[src/rtl/lc3_pipe_ctrl.sv]
// LC3 pipeline controller: stage enables, branch resolution, operand bypass
// selects and data-memory access sequencing, all from registered outputs.
// Optional feature macro: LC3_PIPE_CTRL_BYPASS_EN (forwarding on; when undefined
// every would-be bypass becomes a single-cycle decode stall instead).
module lc3_pipe_ctrl #(
   parameter int unsigned FILL_DEPTH   = 3,
   parameter int unsigned BR_FLUSH_CYC = 2
) (
   input  logic        clock,
   input  logic        reset,
   input  logic        complete_instr,
   input  logic        complete_data,
   input  logic [15:0] IR,
   input  logic [15:0] IR_Exec,
   input  logic [2:0]  NZP,
   input  logic [2:0]  psr,
   output logic        enable_updatePC,
   output logic        enable_fetch,
   output logic        enable_decode,
   output logic        enable_execute,
   output logic        enable_writeback,
   output logic        br_taken,
   output logic        bypass_alu_1,
   output logic        bypass_alu_2,
   output logic        bypass_mem_1,
   output logic        bypass_mem_2,
   output logic [1:0]  mem_state
);

   localparam int unsigned CNT_W = 4;
   localparam logic [1:0] MS_READ  = 2'b00;
   localparam logic [1:0] MS_IND   = 2'b01;
   localparam logic [1:0] MS_WRITE = 2'b10;
   localparam logic [1:0] MS_IDLE  = 2'b11;

   typedef enum logic [1:0] {StFill, StRun, StMem, StFlush} state_t;

   state_t           state;
   logic [CNT_W-1:0] cnt;
   logic [CNT_W-1:0] cnt_inc;
   logic             mem_is_load;

   logic [3:0] op_d;
   logic [3:0] op_x;
   logic       d_alu;
   logic       x_alu, x_ld, x_ldi, x_st, x_sti, x_ld_any, x_mem, x_br, x_jmp;
   logic       br_cond;
   logic       match_1, match_2;
   logic       raw_alu_1, raw_alu_2, raw_mem_1, raw_mem_2;
   logic       hazard;
   logic       run_stall;
   logic       exit_stall;
   logic       unused_bits;

   assign op_d = IR[15:12];
   assign op_x = IR_Exec[15:12];

   assign d_alu    = (op_d == 4'b0001) || (op_d == 4'b0101) || (op_d == 4'b1001);
   assign x_alu    = (op_x == 4'b0001) || (op_x == 4'b0101) || (op_x == 4'b1001);
   assign x_ld     = (op_x == 4'b0010) || (op_x == 4'b0110);
   assign x_ldi    = (op_x == 4'b1010);
   assign x_st     = (op_x == 4'b0011) || (op_x == 4'b0111);
   assign x_sti    = (op_x == 4'b1011);
   assign x_ld_any = x_ld || x_ldi;
   assign x_mem    = x_ld || x_ldi || x_st || x_sti;
   assign x_br     = (op_x == 4'b0000);
   assign x_jmp    = (op_x == 4'b1100);
   assign br_cond  = x_br ? |(NZP & psr) : x_jmp;

   // Register-number matches between the decode sources and the execute destination
   assign match_1   = (IR_Exec[11:9] == IR[8:6]);
   assign match_2   = !IR[5] && (IR_Exec[11:9] == IR[2:0]);
   assign raw_alu_1 = d_alu && x_alu && match_1;
   assign raw_alu_2 = d_alu && x_alu && match_2;
   assign raw_mem_1 = d_alu && x_ld_any && match_1;
   assign raw_mem_2 = d_alu && x_ld_any && match_2;
   assign hazard    = raw_alu_1 || raw_alu_2 || raw_mem_1 || raw_mem_2;

   assign cnt_inc     = cnt + 1'b1;
   assign unused_bits = ^{IR[11:9], IR[4:3], IR_Exec[8:0]};

`ifdef LC3_PIPE_CTRL_BYPASS_EN
   assign run_stall  = 1'b0;
   assign exit_stall = 1'b0;
`else
   // Without forwarding a dependent ALU op waits one cycle in decode
   assign run_stall  = enable_decode && hazard;
   assign exit_stall = hazard;
   assign bypass_alu_1 = 1'b0;
   assign bypass_alu_2 = 1'b0;
   assign bypass_mem_1 = 1'b0;
   assign bypass_mem_2 = 1'b0;
`endif

   // Controller FSM with all outputs registered
   always_ff @(posedge clock or negedge reset) begin
      if (!reset) begin
         state            <= StFill;
         cnt              <= '0;
         mem_is_load      <= 1'b0;
         enable_updatePC  <= 1'b1;
         enable_fetch     <= 1'b1;
         enable_decode    <= 1'b0;
         enable_execute   <= 1'b0;
         enable_writeback <= 1'b0;
         br_taken         <= 1'b0;
         mem_state        <= MS_IDLE;
`ifdef LC3_PIPE_CTRL_BYPASS_EN
         bypass_alu_1     <= 1'b0;
         bypass_alu_2     <= 1'b0;
         bypass_mem_1     <= 1'b0;
         bypass_mem_2     <= 1'b0;
`endif
      end else begin
         br_taken <= 1'b0;
`ifdef LC3_PIPE_CTRL_BYPASS_EN
         bypass_alu_1 <= 1'b0;
         bypass_alu_2 <= 1'b0;
         bypass_mem_1 <= 1'b0;
         bypass_mem_2 <= 1'b0;
`endif
         unique case (state)
            StFill: begin
               cnt           <= cnt_inc;
               enable_decode <= 1'b1;
               if (cnt_inc >= CNT_W'(2)) enable_execute <= 1'b1;
               if (cnt_inc >= CNT_W'(FILL_DEPTH)) begin
                  enable_execute   <= 1'b1;
                  enable_writeback <= 1'b1;
                  state            <= StRun;
               end
            end
            StRun: begin
               if (enable_execute && x_mem) begin
                  // Memory op wins over an instruction-fetch wait
                  state       <= StMem;
                  mem_is_load <= x_ld_any;
                  {enable_updatePC, enable_fetch, enable_decode, enable_execute,
                   enable_writeback} <= 5'b00000;
                  if (x_ldi || x_sti) mem_state <= MS_IND;
                  else if (x_ld)      mem_state <= MS_READ;
                  else                mem_state <= MS_WRITE;
               end else if (enable_execute && br_cond) begin
                  br_taken <= 1'b1;
                  state    <= StFlush;
                  cnt      <= CNT_W'(1);
                  {enable_updatePC, enable_fetch, enable_decode, enable_execute,
                   enable_writeback} <= 5'b11000;
               end else begin
`ifdef LC3_PIPE_CTRL_BYPASS_EN
                  bypass_alu_1 <= enable_decode && raw_alu_1;
                  bypass_alu_2 <= enable_decode && raw_alu_2;
                  bypass_mem_1 <= enable_decode && raw_mem_1;
                  bypass_mem_2 <= enable_decode && raw_mem_2;
`endif
                  if (run_stall) begin
                     {enable_updatePC, enable_fetch, enable_decode, enable_execute} <= 4'b0001;
                  end else if (complete_instr) begin
                     {enable_updatePC, enable_fetch, enable_decode, enable_execute,
                      enable_writeback} <= 5'b11111;
                  end else begin
                     {enable_updatePC, enable_fetch, enable_decode, enable_execute} <= 4'b0000;
                  end
               end
            end
            StMem: begin
               if (complete_data) begin
                  if (mem_state == MS_IND) begin
                     mem_state <= mem_is_load ? MS_READ : MS_WRITE;
                  end else begin
                     // Final beat: pipeline resumes, loads write back, forward load data
                     mem_state        <= MS_IDLE;
                     state            <= StRun;
                     enable_writeback <= mem_is_load;
                     if (exit_stall) begin
                        {enable_updatePC, enable_fetch, enable_decode, enable_execute} <= 4'b0001;
                     end else begin
                        {enable_updatePC, enable_fetch, enable_decode, enable_execute} <= 4'b1111;
                     end
`ifdef LC3_PIPE_CTRL_BYPASS_EN
                     bypass_mem_1 <= raw_mem_1;
                     bypass_mem_2 <= raw_mem_2;
`endif
                  end
               end
            end
            StFlush: begin
               if (cnt >= CNT_W'(BR_FLUSH_CYC)) begin
                  state <= StRun;
                  {enable_updatePC, enable_fetch, enable_decode, enable_execute,
                   enable_writeback} <= 5'b11111;
               end else begin
                  cnt <= cnt_inc;
               end
            end
            default: state <= StFill;
         endcase
      end
   end

endmodule

[config.mk]
export PLATFORM = sky130hd
export DESIGN_NAME = lc3_pipe_ctrl
export DESIGN_NICKNAME = d
export VERILOG_FILES = /design/src/rtl/lc3_pipe_ctrl.sv
export SDC_FILE = /design/constraint.sdc
export NUM_CORES = 1
export LEC_CHECK = 0
export BUFFER_PORTS_ARGS = -buffer_cell sky130_fd_sc_hd__buf_2
export CAP_MARGIN = 20
export CORE_MARGIN = 1
export CORE_UTILIZATION = 42
export DETAILED_ROUTE_END_ITERATION = 8
export PLACE_DENSITY_LB_ADDON = 0.08
export SLEW_MARGIN = 30
export SYNTH_ARGS = -nofsm -noshare
export SYNTH_HDL_FRONTEND = slang
export SYNTH_SLANG_ARGS = --single-unit
[constraint.sdc]
create_clock -name clock -period 1.8 [get_ports clock]
set_clock_uncertainty 0.15 [all_clocks]
set_input_delay 0.54 -clock clock [delete_from_list [all_inputs] [get_ports clock]]
set_output_delay 0.54 -clock clock [all_outputs]
set_load 0.02 [all_outputs]
==> insert_results.sql, run 1 <==
INSERT INTO impl_metrics (metric_group, metric, value, unit) VALUES
('status', 'run_status', 'finished with violations', ''),
('status', 'failed_checks', 'setup timing', ''),
('global_routing', 'grt_util_all_layers', '22.2', '%'),
('sta', 'finalHoldViolCount', '0', ''),
('route', 'dr_total_vias', '1285', ''),
('cts', 'cts-htree-levels', '1', ''),
('setup_path', 'crit_path_max_fanout', '5', ''),
('synthesis', 'synth-async-reset-ratio', '100', '%'),
('pwr', 'power_leakage', '0.884', 'nW'),
('sta', 'setup_violations', '1', ''),
('floorplan', 'fp-row-count', '19', ''),
('setup_path', 'setup.worst_path.class', 'reg2reg', ''),
('global_routing', 'grt_remaining_overflow', '0', ''),
('cts', 'cts-buffers-inserted', '3', ''),
('route', 'drtIter0Drc', '16', ''),
('sta', 'achievable-frequency', '543', 'MHz'),
('layout', 'n_antenna_cell', '0', ''),
('sta', 'final.period_utilization', '102', '%'),
('route', 'ant_nets', '0', ''),
('setup_path', 'crit_required', '1.87', 'ns'),
('global_routing', 'largest_net_degree_at_the_start_of_global_routing', '15', ''),
('pwr', 'finalPower', '0.00275', 'W'),
('layout', 'layout_common_cells', 'sky130_fd_sc_hd__buf_2 (33), sky130_fd_sc_hd__buf_4 (29), sky130_fd_sc_hd__nand2_1 (10), sky130_fd_sc_hd__dfrtp_1 (10)', ''),
('cts', 'clock_root_buffer', 'sky130_fd_sc_hd__clkbuf_4', ''),
('min_path', 'hold_path_class', 'reg2reg', ''),
('layout', 'syn2layout_area_growth', '53.6', '%'),
('global_routing', 'grt_pass1_wl', '5460', 'um'),
('floorplan', 'fp.coreArea', '2730', 'um^2'),
('floorplan', 'floorplan.io_pins', '54', ''),
('route', 'post_drt_wl_per_cell', '13.5', 'um'),
('floorplan', 'floorplan.die_area', '3080', 'um^2'),
('sta', 'period_needed', '1.84', 'ns'),
('global_routing', 'grt_antenna_before_repair', '0', ''),
('layout', 'fin_nets', '260', ''),
('synthesis', 'syn-instance-count', '138', ''),
('placement', 'dpl.hpwl', '2460', 'um'),
('synthesis', 'synth.lib_cells_used.distinct', '48', ''),
('placement', 'placement.setup.worst_slack', '-0.361', 'ns'),
('synthesis', 'synth_edf_count', '0', ''),
('cts', 'worst_setup_hold_path_clk_slew', '0.09', 'ns'),
('sta', 'timing.final.max_slew_violations', '0', ''),
('route', 'firstDrtPassIters', '4', ''),
('pwr', 'ir_worst_vdd', '976', 'uV'),
('layout', 'layout.core_utilization', '67.5', '%'),
('layout', 'post_route_cells_drive_above_1_share', '48.6', '%'),
('cts', 'clock_insertion_delay_worst_skew', '0.29', 'ns'),
('layout', 'final_common_cell', 'sky130_fd_sc_hd__buf_2', ''),
('synthesis', 'syn-mean-instance-area', '8.70', 'um^2'),
('route', 'route.detailed.drc', '0', ''),
('synthesis', 'syn-cell-area', '1200', 'um^2'),
('floorplan', 'chipHeight', '55.5', 'um'),
('floorplan', 'initial_utilization', '43.9', '%'),
('cts', 'cts.path.max_buffers', '2', ''),
('cts', 'cts_tree', 'done', ''),
('sta', 'rsz0062_at_grt', 'true', ''),
('global_routing', 'first_global_vias', '1307', ''),
('synthesis', 'ys.warnings.count', '0', ''),
('setup_path', 'critical_path_arrival', '1.91', 'ns'),
('flow_run', 'maxCapViolCount', '0', ''),
('synthesis', 'postSynthRegisterBits', '14', ''),
('floorplan', 'die_w', '55.5', 'um'),
('placement', 'gp_routability_congestion', '0.800', ''),
('synthesis', 'synth.yosys.seq_area_share', '29.5', '%'),
('route', 'detailed_route_wire_length', '3240', 'um'),
('synthesis', 'synth_top_flop_cell', 'sky130_fd_sc_hd__dfrtp_1', ''),
('setup_path', 'worst_setup_start_kind', 'flip-flop', ''),
('placement', 'port_buffers', '35', ''),
('route', 'route.detailed.vias_per_inst', '5.38', ''),
('setup_path', 'worstSetupEndpointType', 'flip-flop', ''),
('pwr', 'power_density', '1490', 'nW/um^2'),
('cts', 'cts.sinks', '14', ''),
('sta', 'fin_ws', '-0.0417', 'ns');
## area by class of cell
cell class | count | area [um^2]
timing repair buffer | 70 | 472
sequential | 14 | 355
inverter | 9 | 33.8
clock buffer | 4 | 36.3
multi-input combinational | 111 | 910
tap | 31 | 38.8
fill | 225 | 888
## where the power goes
part / leakage (nW) / switching (W) / internal (W)
registers: 0.162 / 0.000146 / 0.000490
clock network: 0.0210 / 0.000114 / 0.000123
logic: 0.701 / 0.000937 / 0.000937
## flip-flops by register name, indices dropped and copies added, names as in the netlist
signal and count:
cnt 4, enable_decode 1, state 2, enable_execute 1, enable_fetch 1, br_taken 1, mem_state 2, mem_is_load 1
enable_writeback 1
## synthesized netlist by cell type (2+ instances only)
library cell | instances | area (um^2)
sky130_fd_sc_hd__nand2b_1 | 2 | 12.5
sky130_fd_sc_hd__o21ai_1 | 3 | 15.0
sky130_fd_sc_hd__o21ai_0 | 4 | 20.0
sky130_fd_sc_hd__mux2i_1 | 2 | 20.0
sky130_fd_sc_hd__a21boi_1 | 3 | 22.5
sky130_fd_sc_hd__nor2_1 | 9 | 33.8
sky130_fd_sc_hd__nand3_1 | 5 | 25.0
sky130_fd_sc_hd__ha_1 | 9 | 113
sky130_fd_sc_hd__buf_4 | 5 | 37.5
sky130_fd_sc_hd__a21oi_1 | 10 | 50.1
sky130_fd_sc_hd__nor4_1 | 4 | 25.0
sky130_fd_sc_hd__xor2_1 | 8 | 70.1
sky130_fd_sc_hd__dfstp_2 | 3 | 78.8
sky130_fd_sc_hd__inv_1 | 9 | 33.8
sky130_fd_sc_hd__dfrtp_1 | 11 | 275
sky130_fd_sc_hd__clkbuf_1 | 2 | 7.51
sky130_fd_sc_hd__nand2_1 | 10 | 37.5
sky130_fd_sc_hd__and2_1 | 4 | 25.0
sky130_fd_sc_hd__nor3_1 | 4 | 20.0
sky130_fd_sc_hd__a21o_1 | 3 | 22.5
## worst paths after layout
check                                              start                      endpoint  slack (ns)  cells past startpoint
worst max register to register        cnt[0]$_DFFE_PN0P_  enable_writeback$_DFFE_PN0P_       -0.04                      7
worst max-delay path                  cnt[0]$_DFFE_PN0P_  enable_writeback$_DFFE_PN0P_       -0.04                      7
max in group asynchronous                          reset      mem_state[1]$_DFFE_PN1P_        0.67                      2
worst min-delay path            mem_state[1]$_DFFE_PN1P_      mem_state[1]$_DFFE_PN1P_        0.38                      2
worst min register to register  mem_state[1]$_DFFE_PN1P_      mem_state[1]$_DFFE_PN1P_        0.38                      2
min in group asynchronous                          reset     enable_decode$_DFFE_PN0P_        0.52                      2
## critical path, stage by stage, from the launching register on
cell and delay, ns:
sky130_fd_sc_hd__dfrtp_1 0.43, sky130_fd_sc_hd__buf_6 0.14, sky130_fd_sc_hd__buf_6 0.12, sky130_fd_sc_hd__a21o_1 0.20, sky130_fd_sc_hd__a211oi_4 0.29, sky130_fd_sc_hd__nor2_4 0.08
sky130_fd_sc_hd__and4_1 0.22, sky130_fd_sc_hd__a211oi_2 0.14
## cell families (layout without fill, tap and decap cells)
family | after synthesis | count (layout) | share of synthesized area (%)
DFF | 14 | 14 | 29.5
adders and majority gates | 9 | 9 | 9.38
AOI/OAI and AO/OA | 40 | 40 | 25.6
buffers and inverters | 16 | 83 | 6.56
muxes | 2 | 2 | 1.67
and+or+nand+nor | 48 | 48 | 21.1
xor gates and xnor gates | 8 | 8 | 5.83
other | 1 | 4 | 0.312
## routing by layer
layer	global-route usage, %	wire, um
met3	3.04	147
met1	24.6	1310
met5	0	0
met4	7.86	61
met2	42.7	1720
## metrics by stage
stage / setup TNS (ns) / hold WS, ns / cells / instance area (um^2)
after floorplan: -0.0356 / 0.0944 / 141 / 1220
after global placement: -2.25 / 0.306 / 228 / 1600
after detailed placement: -2.56 / 0.307 / 228 / 1600
after CTS: -0.0129 / 0.380 / 236 / 1700
after global routing: -0.425 / 0.407 / 239 / 1850
final: -0.0417 / 0.378 / 239 / 1850
## timing repair
action,4_1_cts,5_1_grt
buffers inserted,3,3
hold endpoints to repair,11,0
hold buffers,1,0
gates resized for setup,8,28
endpoints found under the setup margin,10,10
pin swaps,5,20
Note: power is estimated with default switching activity, not from simulation.
==> inputs of run 2 (changes only) <==
--- a/config.mk
+++ b/config.mk
@@ -7,7 +7,6 @@
 export LEC_CHECK = 0
 export BUFFER_PORTS_ARGS = -buffer_cell sky130_fd_sc_hd__buf_2
 export CAP_MARGIN = 20
-export CORE_MARGIN = 1
 export CORE_UTILIZATION = 42
 export DETAILED_ROUTE_END_ITERATION = 8
 export PLACE_DENSITY_LB_ADDON = 0.08
==> constraint.sdc (replaced) <==
create_clock -name clock -period 1.8 [get_ports clock]
set_clock_uncertainty 0.15 [all_clocks]
set_input_delay 0.27 -clock clock [delete_from_list [all_inputs] [get_ports clock]]
set_output_delay 0.27 -clock clock [all_outputs]
set_load 0.02 [all_outputs]
==> run 2 against run 1 <==
Net effect: the run still ends with setup timing left; design area shrank 5.7%; wire length down 5.4%; register-to-register slack improved by 0.03 ns; fmax is 1.8% higher; hold slack worse by 0.22 ns; critical path type unchanged; critical endpoint is now enable_execute$_DFFE_PN0P_.
==> insert_results.sql, run 2 (synthesis results as in run 1) <==
INSERT INTO impl_metrics (metric_group, metric, value, unit) VALUES
('setup_path', 'reg2reg_slack', '-0.009', 'ns'),
('sta', 'setup_violations', '2', ''),
('route', 'detail_route.wirelength.met1', '1230', 'um'),
('route', 'route.detailed.drc', '0', ''),
('setup_path', 'path_delay_family', 'simple AND/OR/NAND/NOR gates', ''),
('sta', 'period_needed', '1.81', 'ns'),
('layout', 'fin_nets', '250', ''),
('route', 'detailed_route_wire_length', '3060', 'um'),
('floorplan', 'die_w', '55.5', 'um'),
('setup_path', 'cp_slowest_stage_delay', '0.46', 'ns'),
('global_routing', 'grt_remaining_overflow', '0', ''),
('route', 'firstDrtPassIters', '4', ''),
('layout', 'syn2layout_area_growth', '44.9', '%'),
('setup_path', 'crit_path_max_fanout', '5', ''),
('min_path', 'hold_path_class', 'in2reg', ''),
('placement', 'dpl.hpwl', '2420', 'um'),
('sta', 'setup-tns-final', '-0.0130', 'ns'),
('cts', 'cts_tree', 'done', ''),
('global_routing', 'first_global_vias', '1281', ''),
('layout', 'n_antenna_cell', '0', ''),
('global_routing', 'grt_pass1_wl', '5390', 'um'),
('cts', 'cts-buffers-inserted', '3', ''),
('cts', 'cts-htree-levels', '1', ''),
('route', 'post_drt_wl_per_cell', '13.4', 'um'),
('layout', 'final_common_cell', 'sky130_fd_sc_hd__buf_2', ''),
('layout', 'largest-register', 'cnt', ''),
('setup_path', 'critical_path_arrival', '1.89', 'ns'),
('cts', 'clock_insertion_delay_worst_skew', '0.29', 'ns'),
('placement', 'gp_routability_congestion', '0.850', ''),
('sta', 'rsz0062_at_grt', 'true', ''),
('layout', 'layout_common_cells', 'sky130_fd_sc_hd__buf_2 (35), sky130_fd_sc_hd__buf_4 (24), sky130_fd_sc_hd__nand2_1 (10), sky130_fd_sc_hd__dfrtp_1 (10)', ''),
('setup_path', 'worstSetupEndpointType', 'flip-flop', ''),
('global_routing', 'grt_antenna_before_repair', '0', ''),
('status', 'run_status', 'finished with violations', ''),
('sta', 'fin_ws', '-0.00865', 'ns'),
('status', 'failed_checks', 'setup timing', ''),
('route', 'route.detailed.vias_per_inst', '5.46', ''),
('sta', 'final.period_utilization', '100', '%'),
('floorplan', 'chipHeight', '55.5', 'um'),
('sta', 'timing.hold.ws', '0.154', 'ns'),
('sta', 'achievable-frequency', '553', 'MHz'),
('global_routing', 'grt_util_all_layers', '21.7', '%'),
('pwr', 'power_density', '1510', 'nW/um^2'),
('layout', 'layout.cell_area.non_filler', '1740', 'um^2'),
('setup_path', 'path_buf_inv', '0', ''),
('placement', 'place.detailed.instances', '220', ''),
('setup_path', 'cp_max_stage_cell', 'sky130_fd_sc_hd__dfrtp_2', ''),
('route', 'dr_total_vias', '1251', ''),
('sta', 'finalHoldViolCount', '0', ''),
('cts', 'worst_setup_hold_path_clk_slew', '0.09', 'ns'),
('route', 'topRoutingLayerUsed', 'met4', ''),
('route', 'ant_nets', '0', ''),
('route', 'met2_wire_length', '1580', 'um'),
('route', 'detailroute.wirelength.met3', '160', 'um'),
('floorplan', 'fp-row-count', '19', ''),
('placement', 'port_buffers', '35', ''),
('global_routing', 'largest_net_degree_at_the_start_of_global_routing', '15', ''),
('layout', 'layoutNonFillerInstCount', '229', ''),
('floorplan', 'floorplan.io_pins', '54', ''),
('flow_run', 'maxCapViolCount', '0', ''),
('setup_path', 'crit_required', '1.88', 'ns'),
('placement', 'post_placement_cell_area', '1540', 'um^2'),
('pwr', 'ir_worst_vdd', '1030', 'uV'),
('route', 'drtIter0Drc', '40', ''),
('cts', 'cts.sinks', '14', ''),
('layout', 'post_route_cells_drive_above_1_share', '46.5', '%'),
('setup_path', 'setup.worst_path.class', 'reg2reg', ''),
('pwr', 'power_leakage', '0.818', 'nW'),
('cts', 'clock_root_buffer', 'sky130_fd_sc_hd__clkbuf_4', ''),
('floorplan', 'fp.coreArea', '2730', 'um^2'),
('sta', 'timing.final.max_slew_violations', '0', ''),
('layout', 'top_regs', 'cnt (4), mem_state (2), state (2)', ''),
('floorplan', 'floorplan.die_area', '3080', 'um^2'),
('layout', 'largest_reg_flops', '4', ''),
('setup_path', 'cp_cell_sequence', 'ha_4 -> nand2b_4 -> nor4_4 -> o21ai_1 -> and3_1 -> a21oi_1', ''),
('floorplan', 'initial_utilization', '43.9', '%'),
('cts', 'cts.path.max_buffers', '2', ''),
('setup_path', 'worst_setup_start_kind', 'flip-flop', '');
[run 2: cell count changes in the layout (fill, tap and decap cells not counted), moves of 2 or more]
cell | before | now
sky130_fd_sc_hd__buf_4 | 29 | 24
sky130_fd_sc_hd__buf_2 | 33 | 35
sky130_fd_sc_hd__ha_1 | 7 | 5
sky130_fd_sc_hd__buf_6 | 7 | 0
sky130_fd_sc_hd__ha_2 | 0 | 2
[run 2: final timing paths]
kind / cells after the start / to / startpoint
setup / recovery: 6 / enable_execute$_DFFE_PN0P_ / cnt[1]$_DFFE_PN0P_
hold / removal: 3 / enable_writeback$_DFFE_PN0P_ / complete_instr
setup reg to reg: 6 / enable_execute$_DFFE_PN0P_ / cnt[1]$_DFFE_PN0P_
hold reg to reg: 2 / mem_state[1]$_DFFE_PN1P_ / mem_state[1]$_DFFE_PN1P_
max in group asynchronous: 2 / enable_fetch$_DFFE_PN1P_ / reset
min in group asynchronous: 2 / enable_execute$_DFFE_PN0P_ / reset
[run 2: area by class of cell]
class	instances	area (um^2)
well taps	31	38.8
multi-input cells	111	911
clock buffers	4	36.3
repair buffers	60	365
flip-flops and latches	14	355
inverters	9	33.8
fillers	235	993
[run 2: metal layers]
| layer | GRT usage [%] | vias to the layer above |
|---|---|---|
| li1 | - | 609 |
| met1 | 23.6 | 595 |
| met2 | 39.9 | 38 |
| met3 | 3.28 | 9 |
| met4 | 12.1 | 0 |
| met5 | 0 | - |
[run 2: repair_timing]
| item | in CTS | in global routing |
|---|---|---|
| hold buffers | 1 | 0 |
| gates resized for setup | 7 | 22 |
| setup buffers | 0 | 4 |
| endpoints found under the hold margin | 14 | 0 |
| endpoints found under the setup margin | 8 | 12 |
| pin swaps | 2 | 7 |
[run 2: through the flow]
stage,setup WS [ns],total power [W],util (%)
after floorplan,0.00484,0.00154,-
after global placement,-0.0675,0.00202,56.4
after detailed placement,-0.0675,0.00208,56.4
after CTS,0.0154,0.00236,59.1
after global routing,-0.0780,0.00284,63.7
final,-0.00865,0.00262,63.7
[run 2: power by group]
group / leakage (nW) / switching [W] / internal [W] / total [W]
sequential: 0.162 / 0.000163 / 0.000490 / 0.000653
clock: 0.0210 / 0.000111 / 0.000123 / 0.000235
combinational: 0.635 / 0.000886 / 0.000850 / 0.00174
[run 2: tightest hold or removal path, stage by stage]
cell	delay, ns
sky130_fd_sc_hd__buf_2	0.11
sky130_fd_sc_hd__nand2_1	0.10
sky130_fd_sc_hd__a211oi_2	0.07
==> inputs of run 3 (changes only) <==
--- a/config.mk
+++ b/config.mk
@@ -7,7 +7,9 @@
 export LEC_CHECK = 0
 export BUFFER_PORTS_ARGS = -buffer_cell sky130_fd_sc_hd__buf_2
 export CAP_MARGIN = 20
-export CORE_UTILIZATION = 42
+export CELL_PAD_IN_SITES_DETAIL_PLACEMENT = 2
+export CELL_PAD_IN_SITES_GLOBAL_PLACEMENT = 2
+export CORE_UTILIZATION = 23
 export DETAILED_ROUTE_END_ITERATION = 8
 export PLACE_DENSITY_LB_ADDON = 0.08
 export SLEW_MARGIN = 30
==> run 3 against run 2 <==
Net effect: the run still ends with setup timing left; die area increased by 79%; first-iteration DRC count shrank 75%; clock power is 21% higher; setup slack improved by 0.0045 ns; combinational power grew 11%; sequential share of layout area down 1.5 points; total power up 9.9%; via count grew 4.4%; critical path depth rose by 1; largest power group unchanged; highest routed layer unchanged.
==> insert_results.sql, run 3 (synthesis results as in run 1) <==
INSERT INTO impl_metrics (metric_group, metric, value, unit) VALUES
('pwr', 'net-switching-power', '0.00128', 'W'),
('sta', 'rsz0062_at_grt', 'true', ''),
('floorplan', 'fp-row-count', '25', ''),
('pwr', 'power.switching_fraction', '44.2', '%'),
('route', 'drtIter0Drc', '10', ''),
('sta', 'timing.final.max_slew_violations', '0', ''),
('cts', 'cts-buffers-inserted', '3', ''),
('layout', 'layout_common_cells', 'sky130_fd_sc_hd__buf_2 (35), sky130_fd_sc_hd__buf_4 (29), sky130_fd_sc_hd__nand2_1 (10), sky130_fd_sc_hd__dfrtp_1 (9)', ''),
('sta', 'setup_violations', '1', ''),
('status', 'failed_checks', 'setup timing', ''),
('pwr', 'clockPowerShare', '9.9', '%'),
('setup_path', 'worstSetupEndpointType', 'flip-flop', ''),
('pwr', 'ir_worst_vdd', '788', 'uV'),
('layout', 'largest_reg_flops', '4', ''),
('global_routing', 'largest_net_degree_at_the_start_of_global_routing', '15', ''),
('flow_run', 'maxCapViolCount', '0', ''),
('layout', 'syn2layout_area_growth', '57.1', '%'),
('sta', 'achievable-frequency', '554', 'MHz'),
('min_path', 'hold_path_class', 'in2reg', ''),
('layout', 'top_regs', 'cnt (4), mem_state (2), state (2)', ''),
('sta', 'finalHoldViolCount', '0', ''),
('route', 'post_drt_wl_per_cell', '16.1', 'um'),
('setup_path', 'setup.worst_path.class', 'reg2reg', ''),
('cts', 'cts_tree', 'done', ''),
('cts', 'cts.sinks', '14', ''),
('placement', 'dpl.hpwl', '3420', 'um'),
('floorplan', 'chipHeight', '74.3', 'um'),
('setup_path', 'cp_max_stage_cell', 'sky130_fd_sc_hd__dfrtp_1', ''),
('global_routing', 'first_global_vias', '1455', ''),
('global_routing', 'grt_remaining_overflow', '0', ''),
('setup_path', 'reg2reg_slack', '-0.004', 'ns'),
('setup_path', 'path_buf_inv', '3', ''),
('route', 'dr_total_vias', '1306', ''),
('sta', 'final.period_utilization', '100', '%'),
('pwr', 'power_frac_seq', '23.2', '%'),
('pwr', 'power_density', '1530', 'nW/um^2'),
('global_routing', 'grt_pass1_wl', '7330', 'um'),
('setup_path', 'worst_setup_start_kind', 'flip-flop', ''),
('floorplan', 'fp.coreArea', '4880', 'um^2'),
('layout', 'post_route_cells_drive_above_1_share', '51.0', '%'),
('layout', 'final_common_cell', 'sky130_fd_sc_hd__buf_2', ''),
('setup_path', 'crit_required', '1.80', 'ns'),
('layout', 'layoutNonFillerInstCount', '275', ''),
('route', 'ant_nets', '0', ''),
('placement', 'port_buffers', '35', ''),
('route', 'route.detailed.drc', '0', ''),
('setup_path', 'cp_slowest_stage_delay', '0.40', 'ns'),
('floorplan', 'floorplan.die_area', '5520', 'um^2'),
('placement', 'place.detailed.instances', '264', ''),
('layout', 'largest-register', 'cnt', ''),
('setup_path', 'cp_common_cell', 'sky130_fd_sc_hd__buf_6', ''),
('status', 'run_status', 'finished with violations', ''),
('pwr', 'internal_power', '0.00161', 'W'),
('cts', 'clock_insertion_delay_worst_skew', '0.26', 'ns'),
('route', 'detailed_route_wire_length', '4430', 'um'),
('global_routing', 'grt_antenna_before_repair', '0', ''),
('floorplan', 'floorplan.io_pins', '54', ''),
('layout', 'n_antenna_cell', '0', ''),
('setup_path', 'path_delay_family', 'compound AO/OA/AOI/OAI gates', ''),
('setup_path', 'critical_path_arrival', '1.80', 'ns'),
('pwr', 'finalPower', '0.00288', 'W'),
('global_routing', 'grt_util_all_layers', '17.8', '%'),
('sta', 'fin_ws', '-0.00412', 'ns'),
('cts', 'cts-htree-levels', '1', ''),
('floorplan', 'die_w', '74.3', 'um'),
('sta', 'period_needed', '1.80', 'ns'),
('setup_path', 'cp_cell_sequence', 'buf_6 -> buf_6 -> a21o_1 -> a211oi_2 -> nor2_2 -> buf_4 -> a32o_1', ''),
('route', 'firstDrtPassIters', '4', ''),
('setup_path', 'crit_path_max_fanout', '4', ''),
('cts', 'cts.path.max_buffers', '2', ''),
('pwr', 'power_frac_comb', '66.9', '%'),
('floorplan', 'initial_utilization', '24.6', '%'),
('route', 'route.detailed.vias_per_inst', '4.75', ''),
('pwr', 'power_leakage', '0.869', 'nW'),
('cts', 'clock_root_buffer', 'sky130_fd_sc_hd__clkbuf_8', ''),
('placement', 'gp_routability_congestion', '0.783', ''),
('layout', 'fin_nets', '260', ''),
('cts', 'worst_setup_hold_path_clk_slew', '0.07', 'ns');
-- run 3: power groups by stage --
stage	Clock, W	Sequential, W	Combinational (W)
final	0.000285	0.000669	0.00193
after global routing	0.000306	0.000694	0.00212
after CTS	0.000295	0.000655	0.00185
after detailed placement	0	0.000656	0.00159
after global placement	0	0.000636	0.00152
after floorplan	0	0.000721	0.000820
-- run 3: layer usage --
metal	global-route usage, %	vias up	share of wire (%)
met2	33.6	22	54
li1	-	629	-
met5	0	-	0
met3	4.07	4	3.1
met4	2.10	0	0.52
met1	21.0	651	42
-- run 3: worst paths after layout --
check | start | end | cells after the start
worst min-delay path | complete_instr | enable_fetch$_DFFE_PN1P_ | 3
worst min register to register | mem_state[0]$_DFFE_PN1P_ | mem_state[0]$_DFFE_PN1P_ | 2
worst max register to register | cnt[0]$_DFFE_PN0P_ | state[0]$_DFFE_PN0P_ | 7
max in group asynchronous | reset | mem_state[0]$_DFFE_PN1P_ | 2
min in group asynchronous | reset | enable_decode$_DFFE_PN0P_ | 2
worst max-delay path | cnt[0]$_DFFE_PN0P_ | state[0]$_DFFE_PN0P_ | 7
-- run 3: repair_timing --
item / 4_1_cts / 5_1_grt
pin swaps: 8 / 13
setup endpoints to repair: 11 / 10
endpoints found under the hold margin: 11 / 0
hold buffers: 1 / 0
gates resized for setup: 22 / 14
setup buffers: 6 / 1
-- run 3: area by class of cell --
| cell class | count | area (um^2) |
|---|---|---|
| flip-flops and latches | 14 | 357 |
| well taps | 67 | 83.8 |
| repair buffers | 70 | 459 |
| inverters | 9 | 33.8 |
| clock buffers | 4 | 45.0 |
| multi-input cells | 111 | 908 |
| fillers | 575 | 2990 |
-- run 3: tightest hold or removal path, stage by stage --
cell and delay, ns:
sky130_fd_sc_hd__buf_2 0.11, sky130_fd_sc_hd__a21boi_1 0.15, sky130_fd_sc_hd__o41ai_2 0.07
-- run 3: stage by stage --
step                      TNS [ns]  instance area (um^2)  setup slack, ns  util [%]  hold slack, ns
after floorplan                  0                  1220          0.00484         -          -0.176
after global placement      -0.424                  1650           -0.125      33.7          0.0544
after detailed placement    -0.815                  1650           -0.183      33.7          0.0612
after CTS                  -0.0538                  1830          -0.0280      37.5           0.206
after global routing        -0.252                  1890          -0.0795      38.7           0.214
final                     -0.00412                  1890         -0.00412      38.7           0.200
